==> src/rtl/core_pkg.sv <==
`default_nettype none
// ============================================================================
// Module      : core_pkg
// Description : Shared types and constants for the RV32I core control path:
//               hazard FSM state encoding, register-file address width,
//               x0 index and the write-back select encoding.
// Revision    : 1.0 - initial release
// ============================================================================
package core_pkg;

  // Hazard unit FSM states
  typedef enum logic [1:0] {
    RUN   = 2'd0,
    STALL = 2'd1,
    FLUSH = 2'd2
  } hazard_state_t;

  localparam int REG_ADDR_W = 5;
  localparam logic [REG_ADDR_W-1:0] REG_X0 = '0;

  // Write-back source select; WB_SEL_MEM marks a load in EX
  localparam logic [1:0] WB_SEL_ALU = 2'd0;
  localparam logic [1:0] WB_SEL_MEM = 2'd1;
  localparam logic [1:0] WB_SEL_PC4 = 2'd2;

  // True when a producer register is a real (non-x0) match for a consumer
  function automatic logic reg_dep(input logic [REG_ADDR_W-1:0] rd,
                                   input logic [REG_ADDR_W-1:0] rs);
    return (rd != REG_X0) && (rd == rs);
  endfunction

endpackage
`default_nettype wire

==> src/rtl/hazard_unit_sat_counter.sv <==
`default_nettype none
// ============================================================================
// Module      : sat_counter
// Description : Up-counter that saturates at all-ones instead of wrapping.
//               Synchronous active-high reset and synchronous clear.
// Revision    : 1.0 - initial release
// ============================================================================
module sat_counter #(
  parameter int WIDTH = 16
) (
  input  logic             clk,
  input  logic             rst,
  input  logic             inc,
  input  logic             clear,
  output logic [WIDTH-1:0] value
);

  // Count up on inc, holding once all bits are set
  always_ff @(posedge clk) begin
    if (rst || clear) begin
      value <= '0;
    end else if (inc && (value != {WIDTH{1'b1}})) begin
      value <= value + 1'b1;
    end
  end

endmodule
`default_nettype wire

==> src/rtl/hazard_unit.sv <==
`default_nettype none
// ============================================================================
// Module      : hazard_unit
// Description : Load-use stall and MEM-stage branch flush control for the
//               5-stage RV32I pipeline, with saturating debug counters.
//               Flags are combinational so the pipeline registers act on them
//               at the same clock edge.
// Revision    : 1.0 - initial release
// ============================================================================
module hazard_unit
  import core_pkg::*;
#(
  parameter int XLEN         = 32,
  parameter int STALL_CYCLES = 1,
  parameter int CNT_W        = 16
) (
  input  logic                  clk,
  input  logic                  rst,
  input  logic [REG_ADDR_W-1:0] id_read_addr_1,
  input  logic [REG_ADDR_W-1:0] id_read_addr_2,
  input  logic                  ex_reg_write_enable,
  input  logic [REG_ADDR_W-1:0] ex_reg_write_addr,
  input  logic                  ex_is_load,
  input  logic                  mem_branch,
  input  logic                  mem_branch_direction,
  input  logic                  mem_zero,
  input  logic [XLEN-1:0]       mem_pc,
  input  logic [XLEN-1:0]       mem_branch_offset,
  output logic                  stall_flag,
  output logic                  branch_flag,
  output logic [XLEN-1:0]       redirect_pc,
  output logic [CNT_W-1:0]      stall_count,
  output logic [CNT_W-1:0]      flush_count
);

  // Remaining-stall counter holds up to 6 (STALL_CYCLES <= 7)
  localparam int         REM_W        = 3;
  localparam logic [2:0] STALL_RELOAD = 3'(STALL_CYCLES - 1);
  localparam logic       MULTI_STALL  = (STALL_CYCLES > 1);

  hazard_state_t    state, next_state;
  logic [REM_W-1:0] remaining, next_remaining;

  logic             taken;
  logic             hazard;
  logic             stall_inc;
  logic             flush_inc;
  logic [CNT_W-1:0] stall_value;
  logic [CNT_W-1:0] flush_value;

  assign taken  = mem_branch & (mem_zero == mem_branch_direction);
  assign hazard = ex_is_load & ex_reg_write_enable &
                  (reg_dep(ex_reg_write_addr, id_read_addr_1) |
                   reg_dep(ex_reg_write_addr, id_read_addr_2));

  // Next-state, flag and counter-increment decode; branch wins over stall
  always_comb begin
    next_state     = state;
    next_remaining = remaining;
    stall_flag     = 1'b0;
    branch_flag    = 1'b0;
    redirect_pc    = '0;
    stall_inc      = 1'b0;
    flush_inc      = 1'b0;

    if (!rst) begin
      branch_flag = taken;
      if (taken) begin
        redirect_pc = mem_pc + mem_branch_offset;
      end

      unique case (state)
        RUN: begin
          if (taken) begin
            next_state = FLUSH;
            flush_inc  = 1'b1;
          end else if (hazard) begin
            stall_flag = 1'b1;
            stall_inc  = 1'b1;
            if (MULTI_STALL) begin
              next_remaining = STALL_RELOAD;
              next_state     = STALL;
            end
          end
        end
        STALL: begin
          // A taken branch squashes the stalled instruction anyway
          if (taken) begin
            next_state     = FLUSH;
            next_remaining = '0;
            flush_inc      = 1'b1;
          end else begin
            stall_flag     = 1'b1;
            stall_inc      = 1'b1;
            next_remaining = remaining - 1'b1;
            if (remaining == 3'd1) begin
              next_state = RUN;
            end
          end
        end
        FLUSH: begin
          // ID/EX hold bubbles this cycle, so hazard compares are meaningless
          if (taken) begin
            flush_inc = 1'b1;
          end else begin
            next_state = RUN;
          end
        end
        default: begin
          next_state     = RUN;
          next_remaining = '0;
        end
      endcase
    end
  end

  // State and remaining-stall registers
  always_ff @(posedge clk) begin
    if (rst) begin
      state     <= RUN;
      remaining <= '0;
    end else begin
      state     <= next_state;
      remaining <= next_remaining;
    end
  end

  sat_counter #(
    .WIDTH (CNT_W)
  ) u_stall_cnt (
    .clk   (clk),
    .rst   (rst),
    .inc   (stall_inc),
    .clear (1'b0),
    .value (stall_value)
  );

  sat_counter #(
    .WIDTH (CNT_W)
  ) u_flush_cnt (
    .clk   (clk),
    .rst   (rst),
    .inc   (flush_inc),
    .clear (1'b0),
    .value (flush_value)
  );

  // Counters read as zero throughout reset, including the first reset cycle
  assign stall_count = rst ? '0 : stall_value;
  assign flush_count = rst ? '0 : flush_value;

endmodule
`default_nettype wire

==> config.mk <==
export PLATFORM = sky130hd
export DESIGN_NAME = hazard_unit
export DESIGN_NICKNAME = d
export VERILOG_FILES = /design/src/rtl/core_pkg.sv /design/src/rtl/hazard_unit_sat_counter.sv /design/src/rtl/hazard_unit.sv
export SDC_FILE = /design/constraint.sdc
export NUM_CORES = 1
export LEC_CHECK = 0
export ABC_AREA = 1
export BUFFER_PORTS_ARGS = -buffer_cell sky130_fd_sc_hd__buf_2
export CAP_MARGIN = 40
export CORE_ASPECT_RATIO = 1.5
export CORE_UTILIZATION = 54
export CTS_CLUSTER_SIZE = 24
export DETAILED_ROUTE_END_ITERATION = 10
export PLACE_DENSITY_LB_ADDON = 0.2
export SLEW_MARGIN = 0
export SYNTH_ARGS = -nofsm -noshare
export SYNTH_HDL_FRONTEND = slang
export SYNTH_HIERARCHICAL = 1
export SYNTH_SLANG_ARGS = --single-unit
==> constraint.sdc <==
create_clock -name clk -period 1.95 [get_ports clk]
set_clock_uncertainty 0.1 [all_clocks]
set_input_delay 0.0975 -clock clk [delete_from_list [all_inputs] [get_ports clk]]
set_output_delay 0.0975 -clock clk [all_outputs]
set_load 0.05 [all_outputs]
==> results.ini, run 1 <==
[clock_tree]
clockBufferDepth=2
cts_buffers=5
clk_pin_slew_ns=0.05
cts_hold_buffers=0
cts_num_sinks=33
tritoncts=built
clock_tree.root_cell=clkbuf_16
clock_latency_ns=0.28
htree_levels=2

[sta]
setup_viol=0
fin_crit_ns=1.91
finalHoldViolations=0
fmax_mhz=523
relSlewSlack=0.624
period_share=0.980
setup_ws_ns=0.0388
finalSetupTns_ns=0
slew_viol_final=0
rsz0062_at_grt=true
worstMarginPinSlew_ns=0.562

[floorplanning]
io_pins=152
initial_core_util=0.560
die_h_um=119
dieWidth_um=80.1
rows=42
core_um2=8830
dieArea_um2=9550

[route]
routed_wl_mm=14.7
initialDrtViolationCount=265
dr.pass1.iters=5
num_vias=6206
final_antenna_net_count=0
avgRoutedWirePerCell_um=11.8
vias_per_cell=4.98
drc_errors=0

[logic_synthesis]
avgSynthCellArea_um2=5.25
synth_seq_cells=33
ys_types=34
yosysWarnings=6
ys_async_sr_fraction=0
syn_area_um2=4940
synth_ff_type=dfxtp_1
synth_edf_count=0
ys_seq_area_frac=0.134
syn-instance-count=942

[worst_setup_path]
endpoint=redirect_pc[31]
worst_r2r_path_depth=9
slowest_delay_ns=0.37
r2r-start=state[1]
r2r-end=u_stall_cnt/value[12]
startpoint_type=input port
crit_path_start=mem_pc[22]
worst_path_max_delay_cell=ha_1
crit_required_ns=1.75
crit_arrival_ns=1.71
reg2reg_setup_slack_ns=0.21
critPathMaxFanout=4
critPathBufInv=3
end_kind=output pin
path_depth=12
path_cells=buf_2 > ha_1 > nand2_1 > inv_1 > nand2_2 > nor3_2 > and2_1 > nand2_2 > nand3_2 > nand2_1 > nor2_2 > buf_6
crit_family=simple AND/OR/NAND/NOR gates
critical_path_class=input port to output pin

[worst_hold_path]
hold_depth=3
worstHoldStart=rst
min_path_type=input port to flop

[place]
gp_congestion=0.964
post-place-ws_ns=-0.106
hpwl_mm=11.6
io_buffers=151
dpl_cell_area_um2=6200

[layout]
n_fill_cell=753
regArea_um2=661
multi_input_area_um2=3900
final_core_util=0.764
fin_area_um2=6740
final_cell_mix=279 x nand2_1, 166 x inv_1, 147 x nor2_1
nNetsFinal=1257
layout_commonest_cell=nand2_1
area_growth_syn_to_layout_pct=36.5
drive_gt1_frac=0.292
diodes=0

[global_route]
grt_pass1_vias=5568
overflow=0
grt_max_degree=31
grt_pass1_wl_mm=22.7
antenna_found_initial=0
track_usage=0.295

[pwr]
ir_worst_vdd_mv=0.644
swShare=0.391
total_power_mw=2.80
clkPwrFrac=0.278
p_per_area_nw_per_um2=415
combPwrFrac=0.479
pwr-share-seq=0.243
power_switching_mw=1.09
internal_power_mw=1.70
p_leak_nw=3.56

[flow_run]
cap_viol_max_count=0

[outcome]
outcome=complete, no violations

[what timing repair did]
action	in CTS	in global routing
pin swaps	1	7
setup endpoints to repair	13	25
gates cloned	0	0
resized for setup	20	77
endpoints found under the hold margin	0	0
buffers inserted	0	2
[cell usage after synthesis, types with 6 or more instances]
cell	instances	area share
nand4_1	11	0.014
a21oi_1	60	0.061
dfxtp_1	33	0.13
nand3_2	6	0.012
nand3_1	54	0.055
xnor2_1	7	0.012
ha_1	33	0.084
nor2_1	164	0.12
nor3_1	6	0.0061
nand2_2	15	0.019
nor2_4	8	0.018
inv_1	168	0.13
xor2_1	6	0.011
o21ai_1	6	0.0061
inv_2	10	0.0076
nor2_2	9	0.011
o21ai_0	13	0.013
nand2_1	294	0.22
[routing by layer]
metal,wire length [um],track usage,vias to the layer above
met3,692,0.0337,42
li1,-,-,3261
met4,621,0.150,0
met2,7840,0.570,191
met5,0,0,-
met1,5540,0.297,2712
[how the worst min path moves through the flow]
stage                       endpoint  slack (ns)
2_1_floorplan  u_flush_cnt/value[15]        0.20
3_3_place_gp                state[1]        0.40
3_5_place_dp                state[1]        0.40
4_1_cts                     state[1]        0.11
5_1_grt                     state[1]        0.14
6_report                    state[1]        0.11
[stage by stage]
stage	instances	hold WS, ns
after detailed placement	1238	0.403
after CTS	1245	0.109
after global placement	1237	0.398
after global routing	1247	0.136
after floorplan	943	0.198
final	1247	0.113
[state kept, by name, indices dropped and copies added (netlist names)]
signal	count
state	1
u_stall_cnt/value	16
u_flush_cnt/value	16
[logic make-up after synthesis]
family	after synthesis	share of synthesized area
AND/OR/NAND/NOR	582	0.511
buffers and inverters	192	0.152
AO/OA/AOI/OAI	87	0.0927
adder cells (fa/ha/maj)	34	0.0876
flip-flops	33	0.134
XOR/XNOR	13	0.0230
other	1	0.000759
[power by group through the flow]
stage               Sequential [mW]  Combinational (mW)  Clock, mW
floorplan                     0.693               0.783          0
global placement              0.693                1.17          0
detailed placement            0.693                1.18          0
CTS                           0.679                1.20      0.797
global route                  0.679                1.47      0.809
finish                        0.679                1.34      0.777
[tightest hold or removal path: stages]
cell	delay, ns
buf_2	0.14
buf_4	0.16
nor2_1	0.05
[layout make-up]
| cell class | instances | area share |
|---|---|---|
| tap | 110 | 0.0204 |
| inverter | 181 | 0.101 |
| clock buffer | 7 | 0.0212 |
| sequential | 33 | 0.0980 |
| multi-input combinational | 718 | 0.579 |
| timing repair buffer | 198 | 0.181 |
No activity file was read; power rests on OpenSTA's default activity.
==> inputs of run 2 (changes only) <==
==> constraint.sdc (replaced) <==
create_clock -name clk -period 1.9 [get_ports clk]
set_clock_uncertainty 0.1 [all_clocks]
set_input_delay 0.095 -clock clk [delete_from_list [all_inputs] [get_ports clk]]
set_output_delay 0.095 -clock clk [all_outputs]
set_load 0.05 [all_outputs]
==> run 2 against run 1 <==
- die area stayed put
- critical path depth did not move
- the run now ends with setup timing left
- largest power group unchanged
- largest cell class unchanged
- sequential power up 3%
==> results.ini, run 2 (synthesis results as in run 1) <==
[layout]
regArea_um2=661  ; unchanged
n_fill_cell=721  ; -4.2%
area_growth_syn_to_layout_pct=41.9
nNetsFinal=1260  ; +0.24%
layout_commonest_cell=nand2_1
final_core_util=0.794  ; +0.0305
drive_gt1_frac=0.325  ; +0.0326
final_cell_mix=267 x nand2_1, 165 x inv_1, 137 x nor2_1
diodes=0  ; unchanged
multi_input_area_um2=4120  ; +5.6%
reg.largest.list=u_flush_cnt/value (16), u_stall_cnt/value (16), state (1)

[flow_run]
cap_viol_max_count=0  ; unchanged

[worst_setup_path]
startpoint_type=input port
crit_arrival_ns=1.73  ; +0.02 ns
cpMostUsedCell=nand2_1
critical_path_class=input port to output pin
critPathBufInv=4  ; +1
end_kind=output pin
crit_required_ns=1.70  ; -0.05 ns
crit_family=buffers and inverters
slowest_delay_ns=0.30  ; -0.07 ns
worst_path_max_delay_cell=ha_4
critPathMaxFanout=5  ; +1
path_cells=buf_2 > ha_4 > nand2_1 > nand2_1 > nand2_1 > nand2_1 > clkinv_1 > nand3_2 > buf_4 > o21ai_1 > a21oi_1 > buf_2

[route]
final_antenna_net_count=0  ; unchanged
avgRoutedWirePerCell_um=12.7  ; +8.1%
dr.pass1.iters=5  ; unchanged
initialDrtViolationCount=389  ; +47%
vias_per_cell=5.14  ; +3.2%
drc_errors=0  ; unchanged
routed_wl_mm=15.9  ; +8.3%
num_vias=6419  ; +3.4%

[global_route]
grt_pass1_vias=5723  ; +2.8%
antenna_found_initial=0  ; unchanged
grt_max_degree=27  ; -13%
overflow=0  ; unchanged
grt_pass1_wl_mm=23.6  ; +4.2%
track_usage=0.307  ; +0.0119

[clock_tree]
clock_latency_ns=0.28  ; about the same
htree_levels=2  ; unchanged
tritoncts=built
cts_num_sinks=33  ; unchanged
clock_tree.root_cell=clkbuf_16
clockBufferDepth=2  ; unchanged
clk_pin_slew_ns=0.05  ; about the same
cts_buffers=5  ; unchanged

[pwr]
internal_power_mw=1.81  ; +6.3%
p_per_area_nw_per_um2=426  ; +2.7%
pwr-share-seq=0.234  ; -0.009
swShare=0.393  ; +0.00273
ir_worst_vdd_mv=0.596  ; -7.5%
power_switching_mw=1.17  ; +7.5%
clkPwrFrac=0.266  ; -0.012
p_leak_nw=3.59  ; +0.86%
combPwrFrac=0.500  ; +0.021

[floorplanning]
dieArea_um2=9550  ; unchanged
dieWidth_um=80.1  ; unchanged
rows=42  ; unchanged
io_pins=152  ; unchanged
initial_core_util=0.560  ; unchanged
core_um2=8830  ; unchanged
die_h_um=119  ; unchanged

[sta]
fmax_mhz=520
relSlewSlack=0.561  ; -0.0631
period_share=1.01
fin_crit_ns=1.92
setup_viol=2  ; +2
rsz0062_at_grt=true
finalHoldViolations=0  ; unchanged
worstMarginPinSlew_ns=0.656  ; +0.0943 ns
setup_ws_ns=-0.0222  ; -0.0610 ns
holdWs_ns=0.140  ; +0.0273 ns
slew_viol_final=0  ; unchanged

[place]
io_buffers=151  ; unchanged
hpwl_mm=11.8  ; +1.9%
gp_congestion=0.963  ; -0.13%

[outcome]
outcome=complete, but fails checks
violations=setup timing

[worst_hold_path]
min_path_type=input port to flop

## run 2: final timing paths
kind / start / endpoint / slack (ns) / depth (start not counted)
setup reg to reg: u_flush_cnt/value[0] / u_flush_cnt/value[15] / 0.16 / 7
hold reg to reg: u_stall_cnt/value[5] / u_stall_cnt/value[5] / 0.43 / 2
hold / removal: rst / state[1] / 0.14 / 3
setup / recovery: mem_branch_offset[6] / redirect_pc[9] / -0.02 / 12
## run 2: layout make-up
type / instances / area share
Clock buffer: 7 / 0.0203
Inverter: 181 / 0.0969
Multi-Input combinational cell: 718 / 0.588
Sequential cell: 33 / 0.0942
Tap cell: 110 / 0.0196
Timing Repair Buffer: 201 / 0.181
## run 2: repair_timing
action / in CTS / in global routing
setup endpoints to repair: 20 / 27
hold buffers: 0 / 0
pin swaps: 1 / 13
setup buffers: 0 / 1
gates cloned: 0 / 0
resized for setup: 28 / 110
## run 2: stage by stage
step | TNS (ns) | setup slack (ns) | instances | power [mW] | instance area [um^2]
detailed placement | -1.19 | -0.140 | 1242 | 1.94 | 6240
finish | -0.0398 | -0.0222 | 1250 | 2.99 | 7010
global placement | -0.818 | -0.116 | 1242 | 1.93 | 6240
floorplan | -0.622 | -0.271 | 943 | 1.52 | 5040
global route | -0.391 | -0.0849 | 1250 | 3.15 | 7010
CTS | 0 | 0.0130 | 1249 | 2.77 | 6480
## run 2: worst min-delay path, stage by stage
cell    delay, ns
buf_2        0.13
buf_4        0.18
nor2_1       0.06
## run 2: power by group through the flow
stage | sequential, mW | clock, mW | combinational [mW]
4_1_cts | 0.697 | 0.811 | 1.26
2_1_floorplan | 0.711 | 0 | 0.809
6_report | 0.697 | 0.794 | 1.49
5_1_grt | 0.697 | 0.836 | 1.62
3_3_place_gp | 0.711 | 0 | 1.22
3_5_place_dp | 0.711 | 0 | 1.23
## run 2: layer usage
metal | up-vias | GRT usage | wire [um] | share of wire
met5 | - | 0 | 0 | 0
met4 | 0 | 0.135 | 665 | 0.042
met3 | 53 | 0.0245 | 896 | 0.056
met1 | 2845 | 0.320 | 5860 | 0.37
met2 | 256 | 0.598 | 8490 | 0.53
li1 | 3265 | - | - | -
